## config.mk

```make
export PLATFORM = sky130hd
export DESIGN_NAME = uart_rx_8n1_flat
export DESIGN_NICKNAME = d
export VERILOG_FILES = /design/src/rtl/uart_rx_8n1_if.sv /design/src/rtl/uart_rx_8n1.sv /design/src/flat_wrapper.sv
export SDC_FILE = /design/constraint.sdc
export NUM_CORES = 1
export LEC_CHECK = 0
export ABC_AREA = 1
export CAP_MARGIN = 20
export CORE_UTILIZATION = 49
export DETAILED_ROUTE_END_ITERATION = 12
export MAX_ROUTING_LAYER = met4
export PLACE_DENSITY = 0.69
export SLEW_MARGIN = 20
export SYNTH_ARGS = -nofsm -noshare
export SYNTH_HDL_FRONTEND = slang
export SYNTH_SLANG_ARGS = --single-unit
export TNS_END_PERCENT = 20
```

## constraint.sdc

```tcl
create_clock -name clk -period 2.83 [get_ports clk]
set_input_delay 0.4245 -clock clk [delete_from_list [all_inputs] [get_ports clk]]
set_output_delay 0.4245 -clock clk [all_outputs]
set_load 0.05 [all_outputs]
```

## src/rtl/uart_rx_8n1_if.sv

```systemverilog
// Serial-line side of the 8N1 receiver: raw RX in, byte/ready handshake out.
// frm_err is only present when UART_RX_FRAME_ERR_EN is defined.
interface uart_rx_8n1_if;
    logic       RX;
    logic       clr_rdy;
    logic [7:0] rx_data;
    logic       rdy;
`ifdef UART_RX_FRAME_ERR_EN
    logic       frm_err;

    modport master (output RX, clr_rdy, input rx_data, rdy, frm_err);
    modport slave  (input RX, clr_rdy, output rx_data, rdy, frm_err);
`else
    modport master (output RX, clr_rdy, input rx_data, rdy);
    modport slave  (input RX, clr_rdy, output rx_data, rdy);
`endif
endinterface

```

## src/rtl/uart_rx_8n1.sv

```systemverilog
// 8N1 UART receiver: two-flop synchronizer, mid-bit sampling from a 12-bit baud down-counter.
// Define UART_RX_FRAME_ERR_EN to check the stop bit and drive frm_err.
module uart_rx_8n1 #(
    parameter int unsigned BAUD_DIV = 2604
) (
    input logic          clk,
    input logic          rst,
    uart_rx_8n1_if.slave bus
);
    // state | meaning
    // IDLE  | waiting for a falling edge on rx_s
    // START | timing to mid start bit, rejects glitches
    // DATA  | sampling 8 data bits, LSB first
    // STOP  | timing to mid stop bit, then frame done

    typedef enum logic [1:0] {IDLE, START, DATA, STOP} state_t;

    localparam logic [11:0] HALF_BIT = 12'(BAUD_DIV / 2);
    localparam logic [11:0] FULL_BIT = 12'(BAUD_DIV);

    state_t      state, state_nxt;
    logic        rx_meta, rx_s, rx_prev;
    logic        fall;
    logic [11:0] baud_cnt, baud_cnt_nxt;
    logic [2:0]  bit_cnt, bit_cnt_nxt;
    logic [7:0]  shreg, shreg_nxt;
    logic        tc;
    logic        start_det;
    logic        stop_tc;
    logic        frame_ok, frame_ok_q;
    logic [7:0]  rx_data_q;
    logic        rdy_q;

    always_ff @(posedge clk or posedge rst) begin
        if (rst) begin
            rx_meta <= 1'b1;
            rx_s    <= 1'b1;
            rx_prev <= 1'b1;
        end else begin
            rx_meta <= bus.RX;
            rx_s    <= rx_meta;
            rx_prev <= rx_s;
        end
    end

    assign fall = rx_prev & ~rx_s;

    // Terminal count fires as the counter steps to zero, so samples land exactly BAUD_DIV apart.
    assign tc = (baud_cnt == 12'd1);

    always_ff @(posedge clk or posedge rst) begin
        if (rst) begin
            state    <= IDLE;
            baud_cnt <= 12'd0;
            bit_cnt  <= 3'd0;
            shreg    <= 8'h00;
        end else begin
            state    <= state_nxt;
            baud_cnt <= baud_cnt_nxt;
            bit_cnt  <= bit_cnt_nxt;
            shreg    <= shreg_nxt;
        end
    end

    always_comb begin
        state_nxt    = state;
        baud_cnt_nxt = baud_cnt;
        bit_cnt_nxt  = bit_cnt;
        shreg_nxt    = shreg;
        start_det    = 1'b0;
        stop_tc      = 1'b0;
        case (state)
            IDLE: begin
                if (fall) begin
                    baud_cnt_nxt = HALF_BIT;
                    start_det    = 1'b1;
                    state_nxt    = START;
                end
            end
            START: begin
                if (!tc) begin
                    baud_cnt_nxt = baud_cnt - 12'd1;
                end else if (rx_s) begin
                    baud_cnt_nxt = 12'd0;
                    state_nxt    = IDLE;
                end else begin
                    baud_cnt_nxt = FULL_BIT;
                    bit_cnt_nxt  = 3'd0;
                    state_nxt    = DATA;
                end
            end
            DATA: begin
                if (!tc) begin
                    baud_cnt_nxt = baud_cnt - 12'd1;
                end else begin
                    shreg_nxt    = {rx_s, shreg[7:1]};
                    baud_cnt_nxt = FULL_BIT;
                    if (bit_cnt == 3'd7) begin
                        state_nxt = STOP;
                    end else begin
                        bit_cnt_nxt = bit_cnt + 3'd1;
                    end
                end
            end
            STOP: begin
                if (!tc) begin
                    baud_cnt_nxt = baud_cnt - 12'd1;
                end else begin
                    stop_tc      = 1'b1;
                    baud_cnt_nxt = 12'd0;
                    state_nxt    = IDLE;
                end
            end
            default: state_nxt = IDLE;
        endcase
    end

`ifdef UART_RX_FRAME_ERR_EN
    logic frame_bad, frame_bad_q, frm_err_q;

    assign frame_ok  = stop_tc & rx_s;
    assign frame_bad = stop_tc & ~rx_s;

    // A bad frame outranks a same-cycle clear; a good frame always clears the error.
    always_ff @(posedge clk or posedge rst) begin
        if (rst) begin
            frame_bad_q <= 1'b0;
            frm_err_q   <= 1'b0;
        end else begin
            frame_bad_q <= frame_bad;
            if (frame_bad_q) begin
                frm_err_q <= 1'b1;
            end else if (frame_ok_q || bus.clr_rdy) begin
                frm_err_q <= 1'b0;
            end
        end
    end

    assign bus.frm_err = frm_err_q;
`else
    assign frame_ok = stop_tc;
`endif

    always_ff @(posedge clk or posedge rst) begin
        if (rst) begin
            frame_ok_q <= 1'b0;
            rx_data_q  <= 8'h00;
            rdy_q      <= 1'b0;
        end else begin
            frame_ok_q <= frame_ok;
            if (frame_ok) begin
                rx_data_q <= shreg;
            end
            if (frame_ok_q) begin
                rdy_q <= 1'b1;
            end else if (start_det || bus.clr_rdy) begin
                rdy_q <= 1'b0;
            end
        end
    end

    assign bus.rx_data = rx_data_q;
    assign bus.rdy     = rdy_q;
endmodule

```

## src/flat_wrapper.sv

```systemverilog
// flat-port wrapper written by rule: the top's interface ports become plain ports
module uart_rx_8n1_flat 
#(
    parameter int unsigned BAUD_DIV = 2604
)
  (clk, rst, bus_RX, bus_clr_rdy, bus_rx_data, bus_rdy);
  uart_rx_8n1_if bus_i ();
  input logic clk;
  input logic rst;
  input wire logic [$bits(bus_i.RX)-1:0] bus_RX;
  input wire logic [$bits(bus_i.clr_rdy)-1:0] bus_clr_rdy;
  output wire logic [$bits(bus_i.rx_data)-1:0] bus_rx_data;
  output wire logic [$bits(bus_i.rdy)-1:0] bus_rdy;
  assign bus_i.RX = bus_RX;
  assign bus_i.clr_rdy = bus_clr_rdy;
  assign bus_rx_data = bus_i.rx_data;
  assign bus_rdy = bus_i.rdy;
  uart_rx_8n1 #(.BAUD_DIV(BAUD_DIV)) u_core (.clk(clk), .rst(rst), .bus(bus_i));
endmodule
```

# ---- Word level (Yosys, flattened, before mapping)
# Cells that the tools add are included.
dict set report op_classes {
  add_sub_neg 2
  eq_ne 12
  muxes 24
  n_bitwise 2
  reduce_logical 7
}
# op n
set ops {}
lappend ops {{$mux W12} 5}
lappend ops {{$pmux W12 S4} 1}
lappend ops {{$eq A12 B1 Y1 const B} 1}
lappend ops {{$mux W2} 6}
lappend ops {{$mux W3} 4}
lappend ops {{$sub A12 B1 Y12 const B} 1}
lappend ops {{$ne A2 B1 Y1 const B} 5}
lappend ops {{$reduce_and A5 Y1} 2}
lappend ops {{$pmux W2 S4} 1}
lappend ops {{$mux W1} 6}
lappend ops {{$pmux W3 S2} 1}
lappend ops {{$eq A2 B2 Y1 const B} 2}
lappend ops {{$ne A2 B2 Y1 const B} 2}
lappend ops {{$reduce_bool A2 Y1} 2}
lappend ops {{$add A3 B1 Y3 const B} 1}
lappend ops {{$eq A3 B3 Y1 const B} 1}
lappend ops {{$eq A2 B1 Y1 const B} 1}
lappend ops {{$logic_not A2 Y1} 1}
lappend ops {{$reduce_and A2 Y1} 1}
lappend ops {{$and A1 B1 Y1} 1}
lappend ops {{$logic_or A1 B1 Y1} 1}
lappend ops {{$not A1 Y1} 1}
dict set report totals {
  regBits 38
  wordCells 57
}

# ---- Depth between registers and ports, before layout
dict set report logic_depth {
  depth_word 7
  ltp_mapped 9
  mapped_depth_nobuf 9
}

# ---- Least setup slack after synthesis
# OpenSTA, ideal clock, no wires.
dict set report synth_path {
  path_kind {register to register}
  start {register u_core.state[0]}
  end {register u_core.bit_cnt[1]}
  setup_time_ps 118
  t_arrival_ps 1357
  required_ps 2712
  slack_ps 1354
  path_stages_with_launch 9
  path_buffers 0
  synth_period_minus_slack_ps 1476
  cell_sequence {dfrtp_1 > inv_1 > ha_1 > inv_1 > o21ai_0 > a21oi_1 > nand3_1 > nand2_1 > nand2_1}
}
dict set report synth_between {
  elab_chain_len 3
  elab_cells_between_ends 9
  classes_between {eq/ne (6); mux (1); reduce/logical (2)}
}
# item line
set synth_rtl {}
lappend synth_rtl {{start, declared} uart_rx_8n1.sv:21} ;# state_t state, state_nxt;
lappend synth_rtl {{start signal, assigned} uart_rx_8n1.sv:58} ;# state <= state_nxt;
lappend synth_rtl {{$eq A2 B2 Y1 or $eq A2 B1 Y1 (tied branches)} uart_rx_8n1.sv:72} ;# case (state)
lappend synth_rtl {{$ne A2 B1 Y1 (no line) (tied with other cells)} n/a}
lappend synth_rtl {{$reduce_and A5 Y1 (no line)} n/a}
lappend synth_rtl {{end signal, assigned} uart_rx_8n1.sv:60} ;# bit_cnt <= bit_cnt_nxt;
lappend synth_rtl {{end, declared} uart_rx_8n1.sv:25} ;# logic [2:0] bit_cnt, bit_cnt_nxt;
# Parallel ways exist; a longest one is shown, timed or not.
# A chain may end at the register's enable or synchronous reset.

# ---- Worst setup path in the final report
dict set report layout_path {
  start {register u_core.rdy_q, in the netlist u_core.bus.rdy}
  end {output port bus_rdy}
}
# item line
set layout_rtl {}
lappend layout_rtl {{start, declared} uart_rx_8n1.sv:32} ;# logic rdy_q;
lappend layout_rtl {{start signal, assigned} uart_rx_8n1.sv:148} ;# rdy_q <= 1'b0;
lappend layout_rtl {{start signal, assigned} uart_rx_8n1.sv:155} ;# rdy_q <= 1'b1;
lappend layout_rtl {{start signal, assigned} uart_rx_8n1.sv:157} ;# rdy_q <= 1'b0;
lappend layout_rtl {{end, declared} flat_wrapper.sv:13} ;# output wire logic [$bits(bus_i.rdy)-1:0] bus_rdy;
# No word-level cell between the ends.

==> impl_metrics.yaml <==
setup_path:
  crit_family: "buffers and inverters"
  crit_path_max_incr_delay_ns: 0.82
  worstSetupStartpointType: "register"
  cp_max_fo: 2
  arrival_ns: 1.47
  cp.required_ns: 2.41
  worstSetupPathType: "register to output port"
  critPathBufInv: 1
  critPathSlowestCell: "clkdlybuf4s50_1"
  cp-end-kind: "output port"
  path_cells: "clkdlybuf4s50_1"
yosys:
  synth-seq-cells: 38
  syn_inst: 240
  synth_seq_area_share_pct: 47.5
  synth_nets: 252
  synthDistinctLibCells: 29
  ys_top_cells_by_area: "dfrtp_1 44%, nand2_1 12%, o21ai_2 5.7%"
  synth_top_area_cell: "dfrtp_1"
  synth_top_area_share_pct: 43.5
  synth.cell_area_sq_um: 2010
  avgSynthCellArea_sq_um: 8.38
  ys_warn_count: 0
timing:
  setup-tns-final_ns: 0
  report.final.slew_viol_count: 0
  fin_hold_ws_ns: 0.359
  fmax_ghz: 0.528
  finalCriticalPeriod_ns: 1.90
  rsz0062_at_grt: "no"
  fin_skew_ns: 0.00781
  tightest_slew_ns: 0.506
  relSlewSlack_pct: 66.2
  setup_viol: 0
  period_share_pct: 67.0
  finalHoldViolations: 0
final_layout:
  area_delta_synth_final_pct: 13.1
  final_net_count: 270
  antennaDiodeCount: 0
  drive_above_1_share_pct: 17.0
die:
  start_util_pct: 53.0
  dieArea_sq_um: 4370
  rows: 22
  die_w_um: 66.1
  die_h_um: 66.1
  ios: 13
  core_area_sq_um: 3800
pwr:
  ir_drop_v: 0.000454
  pwr_density_cell_nw_per_um2: 901
  leakagePower_nw: 1.12
placed_design:
  routabilityCongestion: 0.848
  io_buffers: 12
  place_hpwl_um: 2670
global_route:
  grt_util_met1_pct: 26.5
  met2_usage_pct: 30.4
  overflow: 0
  grt_pass1_wl_um: 6380
  grt_use_met3_pct: 5.17
  antenna_found_initial: 0
  grt_pass1_vias: 1431
  grtUsageTotal_pct: 20.3
  grt_max_degree: 39
  grt_most_used_layer: "met2"
detailed_routing:
  ant_nets: 0
  wire_per_inst_um: 11.9
  vias: 1516
  drc: 0
  viasPerCell: 4.94
  drt-initial-drc-count: 131
  dr.pass1.iters: 5
  wl_um: 3650
job:
  maxCapViolCount: 0
clocking:
  cts_max_level: 2
  cts_resized: 0
  cts-buffers-inserted: 5
  clkTransAtPathRegs_ns: 0.07
  postCtsSetupBuffers: 0
  cts-root-buf: "clkbuf_8"
  cts_tree: "built"
  numClockSinks: 38
  clkLatencyLatePin_ns: 0.29
  clock_path_buffers: 2
  cts_hold_buf: 0
outcome:
  status: "finished, final reports clean"
min_path:
  hold_class: "register to register"
==> area by class of cell <==
class,instances,area (sq um)
Timing Repair Buffer,13,128
Clock buffer,6,82.6
Fill cell,360,1520
Sequential cell,38,955
Inverter,32,120
Clock inverter,2,12.5
Tap cell,48,60.1
Multi-Input combinational cell,168,918
==> sequential cells by signal (all words and copies together), names as in the netlist, 3 cells and up, named ones only <==
register	cells
u_core.shreg	8
u_core.bit_cnt	3
u_core.bus.rx_data	8
u_core.baud_cnt	12
==> placed cells by master (no fill, tap or decap), types with 3 or more instances in the layout <==
cell type	instances
nand2_1	65
dfrtp_1	35
inv_1	30
nor2_1	22
nand3_1	14
o21ai_2	13
clkdlybuf4s50_1	12
o21ai_0	8
a21oi_1	8
ha_1	8
nand2_2	6
clkbuf_8	6
nand4_1	4
xor2_1	4
dfstp_2	3
==> stage by stage <==
stage | setup WS, ns | power [W] | instance area, sq um | utilization, % | instances
5_1_grt | 0.884 | 0.00223 | 2280 | 59.9 | 307
3_5_place_dp | 1.11 | 0.00166 | 2180 | 57.4 | 299
3_3_place_gp | 1.19 | 0.00165 | 2180 | 57.4 | 299
4_1_cts | 0.920 | 0.00206 | 2280 | 59.9 | 307
6_report | 0.934 | 0.00205 | 2280 | 59.9 | 307
2_1_floorplan | 1.35 | 0.00147 | 2010 | - | 240
==> cells in the mapped netlist <==
library cell,number
xor2_1,4
or2_2,1
o21ai_1,2
inv_2,2
a31o_2,1
nand3b_1,1
buf_4,1
o22ai_1,1
nand2_1,65
nand2_2,6
dfstp_2,3
nor2_2,2
inv_1,30
and2_4,1
o21a_1,1
o21ai_2,13
nand2_4,1
nor2_4,2
nand3_1,14
nand3_2,1
ha_1,8
o21ai_0,8
a21oi_2,1
dfrtp_1,35
nor3_2,1
nand4_1,4
buf_6,1
a21oi_1,8
nor2_1,22
==> metal layers <==
layer / vias to the layer above / wire [um] / share of wire [%]
li1: 791 / - / -
met1: 699 / 1860 / 51
met2: 21 / 1600 / 44
met3: 5 / 134 / 3.7
met4: 0 / 55 / 1.5
met5: - / 0 / 0
==> cells by family after synthesis <==
family	count (synthesis)	share of synthesized area (%)
AOI/OAI and AO/OA	35	11.7
adders and majority gates	8	4.98
and+or+nand+nor	121	27.2
xor gates and xnor gates	4	1.74
buffers and inverters	34	6.90
DFF	38	47.5
==> power by group <==
| group | total [W] | switching [W] | internal [W] |
|---|---|---|---|
| combinational | 0.000919 | 0.000594 | 0.000324 |
| clock | 0.000388 | 0.000192 | 0.000196 |
| sequential | 0.000743 | 0.000104 | 0.000639 |
==> worst register-to-register path: cells and delay by family (launching register included) <==
kind / cells / cell delay, ns
flip-flops: 1 / 0.43
buffers and inverters: 4 / 0.44
adder cells (fa/ha/maj): 1 / 0.30
AO/OA/AOI/OAI: 1 / 0.04
AND/OR/NAND/NOR: 3 / 0.43
==> path summary, 6_finish.rpt <==
check                                start                    end  cells after the start  slack (ns)
max                         u_core.bus.rdy                bus_rdy                      1        0.93
min                         u_core.rx_meta            u_core.rx_s                      0        0.36
max reg2reg                u_core.state[0]    u_core.baud_cnt[10]                      9        1.09
min reg2reg                 u_core.rx_meta            u_core.rx_s                      0        0.36
max in group asynchronous              rst            u_core.rx_s                      3        1.94
min in group asynchronous              rst  u_core.bus.rx_data[6]                      3        0.53
(Power assumes the default switching activity.)
